===== config.mk =====
export PLATFORM = sky130hd
export DESIGN_NAME = fir_line_ctrl
export DESIGN_NICKNAME = d
export VERILOG_FILES = /design/src/rtl/fir_line_ctrl.sv
export SDC_FILE = /design/constraint.sdc
export NUM_CORES = 1
export LEC_CHECK = 0
export ABC_CLOCK_PERIOD_IN_PS = 2500
export BUFFER_PORTS_ARGS = -buffer_cell sky130_fd_sc_hd__buf_2
export CAP_MARGIN = 20
export CELL_PAD_IN_SITES_DETAIL_PLACEMENT = 2
export CELL_PAD_IN_SITES_GLOBAL_PLACEMENT = 2
export CORE_AREA = 2 2 123 77
export DETAILED_ROUTE_END_ITERATION = 8
export DIE_AREA = 0 0 125 79
export PLACE_DENSITY_LB_ADDON = 0.1
export SYNTH_ARGS = -nofsm -noshare
export SYNTH_HDL_FRONTEND = slang
export SYNTH_SLANG_ARGS = --single-unit

===== constraint.sdc =====
create_clock -name clk -period 2.5 [get_ports clk]
set_input_delay 0 -clock clk [delete_from_list [all_inputs] [get_ports clk]]
set_output_delay 0 -clock clk [all_outputs]
set_load 0.05 [all_outputs]

===== src/rtl/fir_line_ctrl.sv =====
// Line-buffer sequencer for the 5x5 FIR: ring-rotating write ownership over four line BRAMs,
// window qualification and delayed syncs. Define FIR_BORDER_ZERO_EN for zero-padded border windows.
module fir_line_ctrl #(
   parameter int MAX_COLS = 1604,
   parameter int COL_W    = 11,
   parameter int ROW_W    = 10,
   parameter int PIPE_LAT = 3
) (
   input  logic             clk,
   input  logic             rst,
   input  logic             dv_i,
   input  logic             hs_i,
   input  logic             vs_i,
   output logic [COL_W-1:0] wr_addr,
   output logic [3:0]       wr_we,
   output logic [COL_W-1:0] rd_addr,
   output logic [1:0]       rd_rot,
   output logic [COL_W-1:0] x_index,
   output logic [ROW_W-1:0] y_index,
   output logic             win_valid,
   output logic             pad_o,
   output logic             ovf_o,
   output logic             dv_o,
   output logic             hs_o,
   output logic             vs_o,
   output logic [1:0]       state_dbg
);

   typedef enum logic [1:0] {
      WAIT_FRAME = 2'd0,
      LINE       = 2'd1,
      BLANK      = 2'd2
   } state_t;

   localparam logic [COL_W-1:0] LAST_COL = COL_W'(MAX_COLS - 1);

   state_t              state;
   logic [3:0]          wr_sel;
   logic [2:0]          lines_filled;
   logic                line_full;
   logic                hs_dly;
   logic [PIPE_LAT-1:0] dv_pipe, hs_pipe, vs_pipe, win_pipe, pad_pipe;

   logic                hs_edge, pix, eff_full, full_win, win_in, pad_in;
   logic [COL_W-1:0]    eff_x;
   logic [3:0]          eff_sel;
   logic [2:0]          eff_lines;

   // A line advance in the same cycle as a pixel is applied before the pixel is placed.
   always_comb begin
      hs_edge   = hs_i & ~hs_dly & ~vs_i & (state != WAIT_FRAME);
      pix       = dv_i & ~vs_i;
      eff_x     = hs_edge ? '0 : x_index;
      eff_sel   = hs_edge ? {wr_sel[2:0], wr_sel[3]} : wr_sel;
      eff_full  = hs_edge ? 1'b0 : line_full;
      eff_lines = (hs_edge && lines_filled != 3'd4) ? lines_filled + 3'd1 : lines_filled;
      full_win  = (eff_lines == 3'd4) && (eff_x >= COL_W'(4));
`ifdef FIR_BORDER_ZERO_EN
      win_in    = pix;
      pad_in    = pix & ~full_win;
`else
      win_in    = pix & full_win;
      pad_in    = 1'b0;
`endif
   end

   always_ff @(posedge clk or posedge rst) begin
      if (rst) begin
         state        <= WAIT_FRAME;
         wr_sel       <= 4'b0001;
         lines_filled <= '0;
         line_full    <= 1'b0;
         hs_dly       <= 1'b0;
         wr_addr      <= '0;
         rd_addr      <= '0;
         wr_we        <= '0;
         rd_rot       <= '0;
         x_index      <= '0;
         y_index      <= '0;
         ovf_o        <= 1'b0;
         dv_pipe      <= '0;
         hs_pipe      <= '0;
         vs_pipe      <= '0;
         win_pipe     <= '0;
         pad_pipe     <= '0;
      end else begin
         hs_dly   <= hs_i;
         dv_pipe  <= PIPE_LAT'({dv_pipe, dv_i});
         hs_pipe  <= PIPE_LAT'({hs_pipe, hs_i});
         vs_pipe  <= PIPE_LAT'({vs_pipe, vs_i});
         win_pipe <= PIPE_LAT'({win_pipe, win_in});
         pad_pipe <= PIPE_LAT'({pad_pipe, pad_in});
         wr_we    <= '0;
         if (vs_i) begin
            state        <= WAIT_FRAME;
            x_index      <= '0;
            y_index      <= '0;
            rd_rot       <= '0;
            lines_filled <= '0;
            ovf_o        <= 1'b0;
            wr_sel       <= 4'b0001;
            line_full    <= 1'b0;
         end else begin
            if (hs_edge) begin
               state        <= BLANK;
               x_index      <= '0;
               y_index      <= y_index + ROW_W'(1);
               wr_sel       <= eff_sel;
               rd_rot       <= rd_rot + 2'd1;
               lines_filled <= eff_lines;
               line_full    <= 1'b0;
            end
            if (pix) begin
               state <= LINE;
               // Once the last column is written the line is full; extra pixels only flag overflow.
               if (eff_full) begin
                  ovf_o <= 1'b1;
               end else begin
                  wr_addr <= eff_x;
                  rd_addr <= eff_x;
                  wr_we   <= eff_sel;
                  if (eff_x == LAST_COL) line_full <= 1'b1;
                  else                   x_index   <= eff_x + COL_W'(1);
               end
            end
         end
      end
   end

   assign dv_o      = dv_pipe[PIPE_LAT-1];
   assign hs_o      = hs_pipe[PIPE_LAT-1];
   assign vs_o      = vs_pipe[PIPE_LAT-1];
   assign win_valid = win_pipe[PIPE_LAT-1];
   assign pad_o     = pad_pipe[PIPE_LAT-1];
   assign state_dbg = state;

endmodule


==> run_results.csv, run 1 <==
group,metric,value,unit
routing,wire_per_inst,17.7,um
routing,drt_iter0_drc,86,
floorplan,fp.coreArea,8850,um2
routing,via_per_inst,4.95,
place,gp_congestion,0.748,
clocking,clkSlewWorstSetupHoldPaths,60,ps
sta,timing.final.crit_share,93.6,%
floorplan,ios,62,
sta,rsz0062_at_grt,"false",
floorplan,die_area,9880,um2
logic_synthesis,synth_fp_nets,286,
finish,areaGrowthSynthToFinish,24.9,%
clocking,cts_tree,"built",
setup_path,cp_max_fo,4,
flow_run,cap_violations,0,
logic_synthesis,synth_cell_types,47,
clocking,postCtsSetupBuffers,0,
logic_synthesis,avgSynthCellArea,10.2,um2
logic_synthesis,synthTopCellsByArea,"dfrtp_1 (53%), nor2_1 (4.0%), buf_4 (3.2%), nand2_1 (3.1%), xnor2_1 (2.8%)",
routing,drc,0,
finish,fillCellCount,972,
clocking,cts_buffer_depth,2,
setup_path,critPathSlowestCell,"dfrtp_1",
sta,hold_viol,0,
pwr,p_sw_share,25.8,%
sta,relSlewSlack,36.9,%
place,dp.cells,437,
sta,worst_pin_slew,940,ps
place,hpwl,5690,um
sta,max_freq,428,MHz
clocking,clock_latency,330,ps
clocking,cts_sinks,61,
floorplan,die_w,125,um
setup_path,end_kind,"flip-flop",
clocking,cts-root-buf,"clkbuf_16",
routing,drt_wl_total,8100,um
sta,slew_viol_final,0,
sta,clock_skew,3.86,ps
logic_synthesis,synth_flop_cell,"dfrtp_1",
finish,nNetsFinal,345,
setup_path,r2r-end,"x_index[1]$_DFF_PP0_",
logic_synthesis,synth_top_area_cell,"dfrtp_1",
pwr,power_density,702,nW/um2
setup_path,r2r.worst_path.cells,8,
finish,diodes,0,
setup_path,crit_type,"flip-flop to flip-flop",
logic_synthesis,synth_common_cells,"dfrtp_1 (60), nor2_1 (30), nand2_1 (23)",
pwr,combPwrFrac,8.5,%
finish,ff_latch_area,1530,um2
finish,drive_above_1_share,28.7,%
clocking,h-tree-depth,3,
grt,grt_pass1_vias,2341,
grt,grt_max_degree,33,
logic_synthesis,netlist_area,2820,um2
sta,layout_min_cycle_time,2340,ps
sta,finalSetupViolCount,0,
routing,num_vias,2263,
finish,final_cells,457,
logic_synthesis,async_flop_share,100,%
min_path,worstHoldPathType,"primary input to async pin",
pwr,p_int,1.84,mW
setup_path,regToRegSetupSlack,160,ps
clocking,cts_buffers,9,
grt,grt_use_total,17.8,%
grt,grt_pass1_wl,13300,um
setup_path,regToRegStartpoint,"hs_pipe[0]$_DFF_PP0_",
setup_path,crit_path_start_kind,"flip-flop",
pwr,power.switching,0.639,mW
floorplan,die_h,79,um
routing,dr.pass1.iters,4,
floorplan,initial_core_util,31.9,%
logic_synthesis,yosys.area.top_type_share,53.2,%
logic_synthesis,yosysWarnings,0,
place,io_buffers,60,
setup_path,path_delay_family,"simple AND/OR/NAND/NOR gates",
logic_synthesis,ys_seq_area_share,54.1,%
logic_synthesis,synth_edf_count,0,
logic_synthesis,ys_ff_latch,61,
run_status,status,"completed",
setup_path,worstPathArrival,2560,ps
logic_synthesis,synthMostInstantiatedCell,"dfrtp_1",
logic_synthesis,synth_cells,277,
pwr,p_seq_share,41.6,%
setup_path,cp_cell_sequence,"nand2b_4 > or3_4 > and2_1 > ha_1 > and4_1 > a31oi_1 > a211oi_1 > a31o_2",
clocking,post_cts_resized,0,
setup_path,cpPeakStageDelay,370,ps
pwr,power.static_leakage,1.73,nW
clocking,holdBufCountCts,4,
pwr,clkPwrFrac,49.9,%
routing,ant_nets,0,
setup_path,path_buf_inv,0,
grt,antenna_found_initial,0,
sta,whs,311,ps
setup_path,worstPathRequired,2720,ps
grt,grt.overflow.total,0,
sta,fin_tns_setup,0,ps
finish,multi_input_area,1070,um2
pwr,peakVddDrop,0.476,mV
floorplan,rows,27,
==> per-stage QoR <==
stage	area [um2]	power (mW)	utilization [%]	setup WS (ps)
after floorplan	2820	1.19	-	6.99
after global placement	3190	1.25	36.0	294
after detailed placement	3190	1.25	36.0	210
after CTS	3530	2.52	39.8	163
after global routing	3530	2.58	39.8	17.8
final	3530	2.47	39.8	161
==> layer usage <==
layer | GRT usage, % | share of wire (%) | vias up | routed length (um)
met5 | 0 | 0 | - | 0
met4 | 7.00 | 1.6 | 0 | 131
met3 | 4.45 | 3.2 | 11 | 257
met2 | 26.3 | 45 | 41 | 3660
met1 | 25.2 | 50 | 1162 | 4050
li1 | - | - | 1049 | -
==> power by group through the flow <==
| stage | Combinational [mW] | Sequential [mW] | Clock (mW) |
|---|---|---|---|
| floorplan | 0.104 | 1.09 | 0 |
| global placement | 0.206 | 1.05 | 0 |
| detailed placement | 0.207 | 1.05 | 0 |
| CTS | 0.214 | 1.03 | 1.28 |
| global route | 0.228 | 1.03 | 1.32 |
| finish | 0.209 | 1.03 | 1.24 |
==> layout by cell type (no fill, tap or decap), drive strengths merged, types with 6 or more instances in the layout <==
cell,n
o21ai,11
xor2,7
nand4,12
xnor2,9
nor2,30
nor4,6
inv,18
buf,70
clkbuf,9
a21oi,13
dfrtp,60
mux2i,6
nand2,23
nand3,6
==> registers in the layout, indices dropped and copies added, names as in the netlist, 4 cells and up <==
name,flops
wr_sel,4
rd_addr,11
y_index,10
x_index,11
wr_we,4
==> area by class of cell <==
class	count	area share, %
clock buffer	9	6.39
tap	116	4.12
timing repair buffer	74	11.8
multi-input combinational	173	30.4
sequential	61	43.3
inverter	17	1.81
clock inverter	7	2.13
==> logic make-up (layout without fill, tap and decap cells) <==
family / after synthesis / after routing / share of synthesized area (%)
and+or+nand+nor: 106 / 106 / 20.0
DFF: 61 / 61 / 54.1
buffers and inverters: 43 / 107 / 7.89
AOI/OAI and AO/OA: 37 / 37 / 7.84
xor gates and xnor gates: 16 / 16 / 4.96
muxes: 9 / 9 / 3.32
adders and majority gates: 4 / 4 / 1.77
other: 1 / 1 / 0.133
==> tightest hold or removal path, stage by stage <==
cell and delay, ps:
dlygate4sd3_1 530, buf_2 120, inv_2 490
==> worst max path at each step <==
stage | startpoint | slack, ps | to | cells past startpoint
after CTS | hs_pipe[0]$_DFF_PP0_ | 160 | x_index[1]$_DFF_PP0_ | 8
after global routing | hs_pipe[0]$_DFF_PP0_ | 20 | x_index[1]$_DFF_PP0_ | 8
after detailed placement | hs_pipe[0]$_DFF_PP0_ | 210 | x_index[1]$_DFF_PP0_ | 8
after global placement | hs_pipe[0]$_DFF_PP0_ | 290 | x_index[1]$_DFF_PP0_ | 8
after floorplan | state_dbg[1]$_DFFE_PP0P_ | 7 | x_index[1]$_DFF_PP0_ | 9
final | hs_pipe[0]$_DFF_PP0_ | 160 | x_index[1]$_DFF_PP0_ | 8
No activity file was read; power rests on OpenSTA's default activity.
==> inputs of run 2 (changes only) <==
Settings changed: CELL_PAD_IN_SITES_DETAIL_PLACEMENT 2 to not set, CELL_PAD_IN_SITES_GLOBAL_PLACEMENT 2 to not set, CORE_AREA 2 2 123 77 to 2 2 101 64, DIE_AREA 0 0 125 79 to 0 0 103 66, PLACE_DENSITY set to 0.72, PLACE_DENSITY_LB_ADDON 0.1 to not set.
==> run 2 against run 1 <==
  * Clock-buffer cell count rose by 2
  * Cell count fell by 7.7%
  * Combinational power fell by 3%
  * Maximum frequency rose by 1.1%
  * Clock skew rose by 4.0 ps
  * Clock power fell by 29%
==> run_results.csv, run 2 (same netlist as run 1, synthesis figures left out) <==
group,metric,value,unit
run_status,status,"completed",
routing,dr.pass1.iters,4,
finish,reg_top3,"rd_addr: 11 flops, x_index: 11 flops, y_index: 10 flops",
sta,whs,72.2,ps
floorplan,initial_core_util,47.9,%
routing,drc,0,
routing,drt_iter0_drc,169,
routing,num_vias,2138,
clocking,cts_buffer_depth,2,
place,io_buffers,60,
grt,grt.overflow.total,0,
sta,hold_viol,0,
setup_path,worstPathArrival,2540,ps
pwr,p_seq_share,48.7,%
pwr,peakVddDrop,0.306,mV
pwr,p_int,1.57,mW
finish,final_cells,422,
place,dp_slack,227,ps
finish,areaGrowthSynthToFinish,19.7,%
routing,ant_nets,0,
clocking,cts-root-buf,"clkbuf_8",
grt,grt_pass1_wl,10400,um
pwr,p_sw_share,25.7,%
pwr,combPwrFrac,9.6,%
grt,grt_pass1_vias,2000,
sta,finalSetupViolCount,0,
sta,relSlewSlack,55.7,%
floorplan,rows,22,
floorplan,die_w,103,um
finish,diodes,0,
pwr,power,2.11,mW
pwr,power.static_leakage,1.68,nW
place,hpwl,4240,um
grt,antenna_found_initial,0,
clocking,clock_latency,340,ps
clocking,clkSlewWorstSetupHoldPaths,60,ps
pwr,power.switching,0.541,mW
place,placed_cell_area,3150,um2
flow_run,cap_violations,0,
sta,clock_skew,7.88,ps
pwr,power_density,623,nW/um2
setup_path,cpPeakStageDelay,380,ps
finish,drive_above_1_share,28.4,%
routing,wire_per_inst,14.7,um
setup_path,crit_type,"flip-flop to flip-flop",
sta,fin_tns_setup,0,ps
grt,grt_max_degree,33,
finish,nNetsFinal,343,
sta,rsz0062_at_grt,"false",
grt,grt_use_total,20.7,%
clocking,cts_sinks,61,
floorplan,die_area,6800,um2
finish,final_util,57.4,%
floorplan,ios,62,
clocking,cts_buffers,9,
setup_path,cp_cell_sequence,"nand2b_4 > or3_4 > and2_1 > ha_1 > and4_1 > a31oi_1 > a211oi_1 > a31o_2",
sta,layout_min_cycle_time,2310,ps
floorplan,fp.coreArea,5890,um2
setup_path,end_kind,"flip-flop",
floorplan,die_h,66,um
finish,fillCellCount,534,
routing,drt_wl_total,6200,um
finish,final_cell_mix,"dfrtp_1 (60), buf_2 (60), nor2_1 (30), nand2_1 (23), inv_1 (16)",
sta,layout_setup_ws,187,ps
pwr,clkPwrFrac,41.7,%
min_path,worstHoldPathType,"primary input to flip-flop",
clocking,cts_tree,"built",
setup_path,cp_max_fo,4,
routing,via_per_inst,5.07,
finish,design_area,3380,um2
clocking,h-tree-depth,3,
place,dp.cells,404,
sta,max_freq,432,MHz
place,gp_congestion,0.856,
setup_path,worstPathRequired,2720,ps
sta,timing.final.crit_share,92.5,%
setup_path,crit_path_start_kind,"flip-flop",
sta,slew_viol_final,0,
sta,worst_pin_slew,663,ps
setup_path,critPathSlowestCell,"dfrtp_1",
[run 2: path summary, 6_finish.rpt]
kind                                          endpoint                  from  slack, ps  cells after the start
worst min register to register    dv_pipe[1]$_DFF_PP0_  dv_pipe[0]$_DFF_PP0_        350                      0
worst min-delay path              vs_pipe[0]$_DFF_PP0_                  vs_i         70                      2
min in group asynchronous       rd_addr[6]$_DFFE_PP0P_                   rst        300                      3
max in group asynchronous            ovf_o$_DFFE_PP0P_                   rst       1580                      4
worst max register to register    x_index[1]$_DFF_PP0_  hs_pipe[0]$_DFF_PP0_        190                      8
worst max-delay path              x_index[1]$_DFF_PP0_  hs_pipe[0]$_DFF_PP0_        190                      8
[run 2: layer usage]
| layer | track usage (%) | wire, um |
|---|---|---|
| met2 | 28.1 | 2620 |
| met5 | 0 | 0 |
| met4 | 7.40 | 94 |
| met1 | 30.7 | 3060 |
| met3 | 6.77 | 423 |
[run 2: layout make-up]
cell class,count,area [um2],area share [%]
clock buffers,11,151,4.48
clock inverters,4,47.5,1.41
well taps,84,105,3.11
inverters,17,63.8,1.89
flip-flops and latches,61,1530,45.2
multi-input cells,173,1070,31.8
repair buffers,72,410,12.1
[run 2: timing repair]
action / 4_1_cts / 5_1_grt
hold endpoints to repair: 32 / 0
resized for setup: 0 / 0
buffers inserted: 0 / 0
hold buffers: 3 / 0
setup endpoints to repair: 0 / 0
[run 2: power by group through the flow]
| stage | registers (mW) | logic (mW) | clock network [mW] |
|---|---|---|---|
| floorplan | 1.09 | 0.104 | 0 |
| global placement | 1.04 | 0.198 | 0 |
| detailed placement | 1.04 | 0.200 | 0 |
| CTS | 1.03 | 0.204 | 0.898 |
| global route | 1.03 | 0.220 | 0.961 |
| finish | 1.03 | 0.202 | 0.879 |
[run 2: critical path: cells and delay by family, from the launching register on]
family | cells | cell delay (ps)
adder cells (fa/ha/maj) | 1 | 210
AO/OA/AOI/OAI | 3 | 680
flip-flops | 1 | 380
AND/OR/NAND/NOR | 4 | 930
==> inputs of run 3 (changes only) <==
Settings changed: CORE_AREA 2 2 101 64 to 2 2 79 81, DIE_AREA 0 0 103 66 to 0 0 81 83.
==> run 3 against run 2 <==
  * Core utilization increased by 0.78 points
  * First-iteration DRC count fell by 10%
  * Sequential share of layout area hardly changed
  * Sequential power hardly changed
  * Sequential cell count unchanged
  * Maximum frequency is 2.4% lower
  * Die area fell by 1.1%
  * Hold slack improved by 9.7 ps
  * Via count shrank 0.98%
  * Global-route usage fell by 2.0 points
  * Non-clock buffer count unchanged
  * Cell count decreased by 1.9%
  * Highest routed layer unchanged
==> run_results.csv, run 3 (same netlist as run 1, synthesis figures left out) <==
group,metric,value,unit
routing,via_per_inst,5.11,
clocking,cts-root-buf,"clkbuf_8",
clocking,cts_buffers,9,
setup_path,regToRegStartpoint,"hs_pipe[0]$_DFF_PP0_",
routing,drc,0,
sta,worst_pin_slew,911,ps
clocking,postCtsSetupBuffers,0,
grt,antenna_found_initial,0,
pwr,peakVddDrop,0.426,mV
finish,final_cell_mix,"dfrtp_1 (60), buf_2 (60), nor2_1 (30), nand2_1 (23), inv_1 (16)",
routing,wire_per_inst,14.1,um
grt,grt_max_degree,46,
setup_path,cp_cell_sequence,"nand2b_4 > or3_4 > and2_1 > ha_1 > and4_1 > a31oi_1 > a211oi_1 > a31o_2",
clocking,clkSlewWorstSetupHoldPaths,60,ps
setup_path,path_buf_inv,0,
pwr,power.static_leakage,1.70,nW
floorplan,initial_core_util,48.6,%
setup_path,cp.depth,8,
sta,max_freq,422,MHz
setup_path,crit_path_start_kind,"flip-flop",
floorplan,die_h,83,um
finish,nNetsFinal,343,
run_status,status,"completed",
routing,drt_wl_total,5830,um
finish,diodes,0,
flow_run,cap_violations,0,
floorplan,die_w,81,um
setup_path,cp_max_fo,14,
setup_path,path_delay_family,"simple AND/OR/NAND/NOR gates",
floorplan,die_area,6720,um2
setup_path,worstPathRequired,2720,ps
routing,dr.pass1.iters,4,
sta,relSlewSlack,39.2,%
setup_path,cpPeakStageDelay,380,ps
place,dp.cells,395,
setup_path,worstPathArrival,2590,ps
clocking,cts_sinks,61,
setup_path,end_kind,"flip-flop",
clocking,cts_buffer_depth,2,
finish,drive_above_1_share,28.3,%
sta,fin_tns_setup,0,ps
clocking,h-tree-depth,3,
grt,grt.overflow.total,0,
place,hpwl,4040,um
sta,slew_viol_final,0,
grt,grt_pass1_wl,9760,um
sta,rsz0062_at_grt,"false",
finish,multi_input_area,1070,um2
grt,grt_use_total,18.7,%
pwr,power_density,651,nW/um2
finish,design_area,3380,um2
routing,num_vias,2117,
finish,reg_top3,"rd_addr: 11 flops, x_index: 11 flops, y_index: 10 flops",
place,placed_cell_area,3130,um2
finish,fillCellCount,529,
setup_path,r2r.worst_path.cells,8,
sta,finalSetupViolCount,0,
setup_path,crit_type,"flip-flop to flip-flop",
place,gp_congestion,0.845,
sta,hold_viol,0,
setup_path,cp-endpoint,"x_index[1]$_DFF_PP0_",
sta,whs,81.8,ps
setup_path,crit_path_start,"hs_pipe[0]$_DFF_PP0_",
setup_path,regToRegSetupSlack,130,ps
place,io_buffers,60,
sta,layout_min_cycle_time,2370,ps
sta,clock_skew,10.8,ps
clocking,clock_latency,330,ps
grt,grt_pass1_vias,2003,
finish,ff_latch_area,1530,um2
min_path,worstHoldPathType,"primary input to flip-flop",
finish,areaGrowthSynthToFinish,19.8,%
routing,ant_nets,0,
setup_path,r2r-end,"x_index[1]$_DFF_PP0_",
finish,final_cells,414,
floorplan,rows,28,
routing,drt_iter0_drc,152,
setup_path,critPathSlowestCell,"dfrtp_1",
floorplan,fp.coreArea,5820,um2
clocking,cts_tree,"built",
floorplan,ios,62,
sta,timing.final.crit_share,94.8,%
[run 3: stage by stage]
stage / util, % / power (mW) / setup WS [ps]
final: 58.2 / 2.20 / 130
after global routing: 58.2 / 2.28 / 27.7
after CTS: 58.2 / 2.22 / 149
after detailed placement: 53.8 / 1.24 / 157
after global placement: 53.8 / 1.24 / 249
after floorplan: - / 1.19 / 6.99
[run 3: area by class of cell]
class	count	share of cell area, %
Clock inverter	4	2.07
Clock buffer	12	4.59
Multi-Input combinational cell	173	31.7
Inverter	17	1.89
Timing Repair Buffer	72	11.8
Sequential cell	61	45.2
Tap cell	75	2.77
[run 3: worst min-delay path by stage]
stage	from	end	slack, ps	cells past startpoint
6_report	vs_i	vs_pipe[0]$_DFF_PP0_	80	2
5_1_grt	vs_i	vs_pipe[0]$_DFF_PP0_	70	2
4_1_cts	vs_i	vs_pipe[0]$_DFF_PP0_	60	2
3_5_place_dp	hs_i	hs_pipe[0]$_DFF_PP0_	160	1
3_3_place_gp	hs_i	hs_pipe[0]$_DFF_PP0_	160	1
2_1_floorplan	dv_i	dv_pipe[0]$_DFF_PP0_	30	0
[run 3: what timing repair did]
action	in CTS	in global routing
gates resized for setup	0	0
endpoints found under the hold margin	44	0
hold buffers	3	0
[run 3: worst register-to-register path, cell delays in order, from the launching register on]
cell	delay, ps
dfrtp_1	380
nand2b_4	200
or3_4	380
and2_1	190
ha_1	200
and4_1	230
a31oi_1	320
a211oi_1	130
a31o_2	220
[run 3: metal layers]
metal | wire length [um] | vias to the layer above | GRT usage [%]
met2 | 2800 | 59 | 27.9
met3 | 277 | 12 | 2.61
met1 | 2630 | 999 | 25.6
li1 | - | 1047 | -
met5 | 0 | - | 0
met4 | 124 | 0 | 11.2
[run 3: report_power, final]
part	leakage [nW]	total [mW]	switching, mW	internal [mW]
registers	0.822	1.02	0.0159	1.01
clock network	0.116	0.980	0.367	0.613
logic	0.757	0.198	0.148	0.0498
